==> src/rtl/ucsbece154a_mc_controller.sv <==
// rtl/ucsbece154a_mc_controller.sv - multicycle RV32I-subset control FSM
//
// Sequences a shared-memory multicycle datapath (one memory port, one ALU,
// IR/OldPC/A/ALUOut/Data holding registers). Supports lw, sw, R-type ALU,
// I-type ALU, beq, jal and lui, and stalls on MemReady_i during memory
// accesses. An unsupported opcode parks the FSM in TRAP until reset.
//
// Ports:
//   clk, reset_ni           clock, asynchronous active-low reset
//   op_i, funct3_i,         instruction fields IR[6:0], IR[14:12], IR[30]
//   funct7b5_i
//   zero_i                  ALU zero flag (beq decision)
//   MemReady_i              memory completes the current access this cycle
//   PCWrite_o, IRWrite_o,   datapath register and memory enables
//   MemWrite_o, RegWrite_o
//   AdrSrc_o, ResultSrc_o,  datapath multiplexer selects
//   ALUSrcA_o, ALUSrcB_o
//   ALUControl_o            ALU operation
//   ImmSrc_o                immediate format, decoded from op_i in every state
//   Illegal_o               sticky unsupported-opcode flag
module ucsbece154a_mc_controller (
  input  logic       clk,
  input  logic       reset_ni,
  input  logic [6:0] op_i,
  input  logic [2:0] funct3_i,
  input  logic       funct7b5_i,
  input  logic       zero_i,
  input  logic       MemReady_i,
  output logic       PCWrite_o,
  output logic       AdrSrc_o,
  output logic       MemWrite_o,
  output logic       IRWrite_o,
  output logic [1:0] ResultSrc_o,
  output logic [1:0] ALUSrcA_o,
  output logic [1:0] ALUSrcB_o,
  output logic [2:0] ALUControl_o,
  output logic       RegWrite_o,
  output logic [2:0] ImmSrc_o,
  output logic       Illegal_o
);

  localparam logic [6:0] OP_LW   = 7'b0000011;
  localparam logic [6:0] OP_SW   = 7'b0100011;
  localparam logic [6:0] OP_R    = 7'b0110011;
  localparam logic [6:0] OP_IALU = 7'b0010011;
  localparam logic [6:0] OP_BEQ  = 7'b1100011;
  localparam logic [6:0] OP_JAL  = 7'b1101111;
  localparam logic [6:0] OP_LUI  = 7'b0110111;

  typedef enum logic [3:0] {
    S_FETCH    = 4'd0,
    S_DECODE   = 4'd1,
    S_MEMADR   = 4'd2,
    S_MEMREAD  = 4'd3,
    S_MEMWB    = 4'd4,
    S_MEMWRITE = 4'd5,
    S_EXECR    = 4'd6,
    S_EXECI    = 4'd7,
    S_ALUWB    = 4'd8,
    S_BEQ      = 4'd9,
    S_JAL      = 4'd10,
    S_LUI      = 4'd11,
    S_TRAP     = 4'd12
  } state_t;

  state_t     state;
  state_t     state_next;
  logic [1:0] alu_op;

  always_ff @(posedge clk or negedge reset_ni) begin
    if (!reset_ni) begin
      state <= S_FETCH;
    end else begin
      state <= state_next;
    end
  end

  always_comb begin
    state_next  = S_FETCH;
    PCWrite_o   = 1'b0;
    AdrSrc_o    = 1'b0;
    MemWrite_o  = 1'b0;
    IRWrite_o   = 1'b0;
    ResultSrc_o = 2'b00;
    ALUSrcA_o   = 2'b00;
    ALUSrcB_o   = 2'b00;
    alu_op      = 2'b00;
    RegWrite_o  = 1'b0;
    Illegal_o   = 1'b0;
    case (state)
      S_FETCH: begin
        // PC+4 is computed while the instruction is read; both commit on ready
        ALUSrcB_o   = 2'b10;
        ResultSrc_o = 2'b10;
        IRWrite_o   = MemReady_i;
        PCWrite_o   = MemReady_i;
        state_next  = MemReady_i ? S_DECODE : S_FETCH;
      end
      S_DECODE: begin
        // OldPC + imm lands in ALUOut so beq/jal already have their target
        ALUSrcA_o = 2'b01;
        ALUSrcB_o = 2'b01;
        case (op_i)
          OP_LW, OP_SW: state_next = S_MEMADR;
          OP_R:         state_next = S_EXECR;
          OP_IALU:      state_next = S_EXECI;
          OP_BEQ:       state_next = S_BEQ;
          OP_JAL:       state_next = S_JAL;
          OP_LUI:       state_next = S_LUI;
          default:      state_next = S_TRAP;
        endcase
      end
      S_MEMADR: begin
        ALUSrcA_o = 2'b10;
        ALUSrcB_o = 2'b01;
        if (op_i == OP_LW) begin
          state_next = S_MEMREAD;
        end else if (op_i == OP_SW) begin
          state_next = S_MEMWRITE;
        end else begin
          state_next = S_FETCH;
        end
      end
      S_MEMREAD: begin
        AdrSrc_o   = 1'b1;
        state_next = MemReady_i ? S_MEMWB : S_MEMREAD;
      end
      S_MEMWB: begin
        ResultSrc_o = 2'b01;
        RegWrite_o  = 1'b1;
      end
      S_MEMWRITE: begin
        AdrSrc_o   = 1'b1;
        MemWrite_o = 1'b1;
        state_next = MemReady_i ? S_FETCH : S_MEMWRITE;
      end
      S_EXECR: begin
        ALUSrcA_o  = 2'b10;
        alu_op     = 2'b10;
        state_next = S_ALUWB;
      end
      S_EXECI: begin
        ALUSrcA_o  = 2'b10;
        ALUSrcB_o  = 2'b01;
        alu_op     = 2'b10;
        state_next = S_ALUWB;
      end
      S_ALUWB: begin
        RegWrite_o = 1'b1;
      end
      S_BEQ: begin
        ALUSrcA_o = 2'b10;
        alu_op    = 2'b01;
        PCWrite_o = zero_i;
      end
      S_JAL: begin
        // PC takes the target from ALUOut; ALU forms the link value OldPC+4
        ALUSrcA_o  = 2'b01;
        ALUSrcB_o  = 2'b10;
        PCWrite_o  = 1'b1;
        state_next = S_ALUWB;
      end
      S_LUI: begin
        ResultSrc_o = 2'b11;
        RegWrite_o  = 1'b1;
      end
      S_TRAP: begin
        Illegal_o  = 1'b1;
        state_next = S_TRAP;
      end
      default: state_next = S_FETCH;
    endcase
    // The state is already FETCH during reset, but FETCH would otherwise
    // follow MemReady_i; gate every enable so nothing commits while held.
    if (!reset_ni) begin
      PCWrite_o  = 1'b0;
      IRWrite_o  = 1'b0;
      MemWrite_o = 1'b0;
      RegWrite_o = 1'b0;
      Illegal_o  = 1'b0;
    end
  end

  always_comb begin
    ALUControl_o = 3'b000;
    case (alu_op)
      2'b00: ALUControl_o = 3'b000;
      2'b01: ALUControl_o = 3'b001;
      2'b10: begin
        case (funct3_i)
          // op_i[5] separates R-type from I-type so addi never becomes sub
          3'b000:  ALUControl_o = (funct7b5_i & op_i[5]) ? 3'b001 : 3'b000;
          3'b010:  ALUControl_o = 3'b101;
          3'b110:  ALUControl_o = 3'b011;
          3'b111:  ALUControl_o = 3'b010;
          default: ALUControl_o = 3'b000;
        endcase
      end
      default: ALUControl_o = 3'b000;
    endcase
  end

  always_comb begin
    ImmSrc_o = 3'b000;
    case (op_i)
      OP_LW, OP_IALU: ImmSrc_o = 3'b000;
      OP_SW:          ImmSrc_o = 3'b001;
      OP_BEQ:         ImmSrc_o = 3'b010;
      OP_JAL:         ImmSrc_o = 3'b011;
      OP_LUI:         ImmSrc_o = 3'b100;
      default:        ImmSrc_o = 3'b000;
    endcase
  end

endmodule

==> config.mk <==
export PLATFORM = sky130hd
export DESIGN_NAME = ucsbece154a_mc_controller
export DESIGN_NICKNAME = d
export VERILOG_FILES = /design/src/rtl/ucsbece154a_mc_controller.sv
export SDC_FILE = /design/constraint.sdc
export NUM_CORES = 1
export LEC_CHECK = 0
export CAP_MARGIN = 20
export CORE_MARGIN = 2
export CORE_UTILIZATION = 44
export DETAILED_ROUTE_END_ITERATION = 8
export PLACE_DENSITY = 0.81
export SLEW_MARGIN = 25
export SYNTH_ARGS = -nofsm -noshare
export SYNTH_HDL_FRONTEND = slang
export SYNTH_SLANG_ARGS = --single-unit
==> constraint.sdc <==
create_clock -name clk -period 3.8 [get_ports clk]
set_input_delay 0.76 -clock clk [delete_from_list [all_inputs] [get_ports clk]]
set_output_delay 0.76 -clock clk [all_outputs]
set_load 0.05 [all_outputs]
==> flow_metrics.py <==
metrics = {
    "status": {
        "outcome": "completed",
    },
    "die": {
        "initial_core_util_pct": 47.56,
        "fp.dieW_um": 44.82,
        "fp.dieH_um": 44.82,
        "ios": 33,
        "core_um2": 1541,
        "placementRows": 14,
        "die-area_um2": 2009,
    },
    "clocking": {
        "htree_levels": 1,
        "ctsRootBufferMaster": "clkbuf_4",
        "cts_setup_buffers": 0,
        "clk_pin_slew_ns": 0.04,
        "cts_tree": "done",
        "clockBufferDepth": 2,
        "cts_sinks": 4,
        "clk_latency_ns": 0.24,
        "holdBufCountCts": 0,
        "post_cts_resize_count": 0,
        "cts_made_buffers": 3,
    },
    "timing": {
        "finalWorstPathRequiredPeriod_ns": 3.293,
        "fmax_mhz": 303.7,
        "grt_setup_unrepaired": "false",
        "fin_setup_tns_ns": 0,
        "hold_viol": 0,
        "slew_headroom_pct": 66.24,
        "final_max_slew_viol_count": 0,
        "skew_ns": 0.007353,
        "fin_crit_sh_pct": 86.66,
        "worst_slew_pin_slew_ns": 0.5048,
        "setup_violations": 0,
    },
    "logic_synthesis": {
        "synth_ff_type": "dfrtp_1",
        "synthesis.nets": 121,
        "synth.top_cell.area_share_pct": 13.65,
        "yosysSeqAreaShare_pct": 13.65,
        "synth_area_um2": 733.2,
        "synthTopCellsByArea": "dfrtp_1, buf_6, and3_1, nor2_1, nand2_1",
        "synth_top_area_cell": "dfrtp_1",
        "synth_edf_count": 0,
        "syn_inst": 104,
        "ys_ff_latch": 4,
        "synth_area_per_cell_um2": 7.050,
        "synthArstFlopShare_pct": 100.0,
        "yosysWarningCount": 0,
        "synth_cell_types": 41,
    },
    "power": {
        "p_per_area_nw_per_um2": 534.9,
        "p_total_mw": 0.5628,
        "leakage_nw": 0.4556,
        "vdd_drop_max_uv": 263.2,
    },
    "final_layout": {
        "reg_top3": "state: 4 flops",
        "final_nets": 154,
        "drive_gt1_share_pct": 12.59,
        "design_area_um2": 1052,
        "num_antenna_cells": 0,
        "syn_to_final_growth_pct": 43.52,
        "largest_reg_flops": 4,
        "fill_cells": 135,
        "top_register": "state",
    },
    "grt": {
        "grt_pass1_wl_mm": 2.987,
        "grt_max_degree": 14,
        "grt_pass1_vias": 701,
        "overflow": 0,
        "grt_antenna_before_repair": 0,
        "grt_usage_pct": 20.41,
    },
    "drt": {
        "wl_per_cell_um": 12.21,
        "drc": 0,
        "avgViaCountPerCell": 5.702,
        "drt-initial-drc-count": 13,
        "dr.pass1.iters": 4,
        "drt-total-wl_mm": 1.844,
        "via_count": 861,
        "antenna_left": 0,
    },
    "critical_path": {
        "critPathKind": "flip-flop to output pin",
        "cp-start-kind": "flip-flop",
        "critPathMaxFanout": 9,
        "cp.arrival_ns": 2.53,
        "required_ns": 3.04,
        "crit_path_end_kind": "output pin",
    },
    "flow_run": {
        "cap_viol_max_count": 0,
    },
    "min_path": {
        "hp-class": "flip-flop to flip-flop",
    },
    "placed_design": {
        "port_buffers": 32,
        "dpl.hpwl_mm": 1.453,
        "gp_congestion": 0.8799,
        "dpl_cell_area_um2": 1030,
    },
}
## report_power, final
| part | switching (mW) | leakage, nW | internal (mW) | total (mW) |
|---|---|---|---|---|
| registers | 0.0144 | 0.0527 | 0.0558 | 0.0701 |
| logic | 0.280 | 0.389 | 0.160 | 0.440 |
| clock network | 0.0176 | 0.0138 | 0.0353 | 0.0530 |
| total | 0.312 | 0.456 | 0.251 | 0.563 |
## layout by cell type, fill, tap and decap left out, types with 2 or more instances in the layout
cell type,netlist,layout
a21oi_1,5,5
a31oi_1,4,4
and3_1,6,6
buf_4,0,8
clkbuf_4,0,3
clkdlybuf4s50_1,0,28
dfrtp_1,4,4
ha_1,2,2
inv_1,7,7
nand2_1,9,9
nand3_1,6,6
nand4_1,2,2
nor2_1,10,10
nor2b_1,4,4
nor3_1,4,4
nor4_1,2,2
o21ai_0,4,4
or3_1,3,3
xnor2_1,2,2
## final cells by class
class | count | area (um2) | area share [%]
multi-input combinational | 85 | 543.0 | 51.61
timing repair buffer | 36 | 340.3 | 32.34
sequential | 4 | 100.1 | 9.512
inverter | 7 | 26.28 | 2.497
clock buffer | 3 | 22.52 | 2.140
tap | 16 | 20.02 | 1.902
## metal layers
layer / part of all wire (%) / vias up / global-route usage, % / routed length (um)
met3: 6.0 / 4 / 2.400 / 111
met1: 45 / 383 / 24.69 / 825
met5: 0 / - / 0 / 0
met2: 47 / 31 / 34.49 / 871
li1: - / 443 / - / -
met4: 2.0 / 0 / 12.35 / 36
## cell usage after synthesis (2+ instances only)
cell type / instances
o21ai_0: 4
nand3_1: 6
and3_1: 6
or3_1: 3
nor2b_1: 4
xnor2_1: 2
ha_1: 2
nand2_1: 9
a31oi_1: 4
nor4_1: 2
buf_6: 4
dfrtp_1: 4
inv_1: 7
a21oi_1: 5
nor2_1: 10
nand4_1: 2
buf_2: 3
nor3_1: 4
## worst max-delay path: stages (launching register included)
cell             delay [ns]
dfrtp_1                0.46
nor2b_1                0.30
nand2_1                0.13
inv_1                  0.08
ha_1                   0.24
nor4_1                 0.23
clkdlybuf4s50_1        0.85
## logic make-up (layout without fill, tap and decap cells)
logic type	after synthesis	after routing	share of synthesized area, %
AO/OA/AOI/OAI	25	25	23.89
XOR/XNOR	3	3	3.584
adder cells (fa/ha/maj)	2	2	3.412
buffers and inverters	15	46	12.29
flip-flops	4	4	13.65
AND/OR/NAND/NOR	55	55	43.18
## path summary, 6_finish.rpt
kind	start	to	slack, ns	depth (start not counted)
worst min register to register	state[1]	state[2]	0.73	3
worst min-delay path	state[1]	state[2]	0.73	3
worst max-delay path	state[3]	ALUControl_o[2]	0.51	6
max in group asynchronous	reset_ni	state[0]	2.86	1
worst max register to register	state[0]	state[1]	2.30	5
min in group asynchronous	reset_ni	state[2]	0.74	1
## metrics by stage
stage | std cells | hold slack (ns) | setup slack [ns] | utilization (%)
3_5_place_dp | 148 | 0.7255 | 0.5179 | 66.80
4_1_cts | 151 | 0.7221 | 0.5172 | 68.26
6_report | 151 | 0.7301 | 0.5071 | 68.26
5_1_grt | 151 | 0.7571 | 0.3667 | 68.26
2_1_floorplan | 104 | 0.4644 | 0.4721 | -
3_3_place_gp | 148 | 0.7204 | 0.5586 | 66.80
No activity file was read; power rests on OpenSTA's default activity.
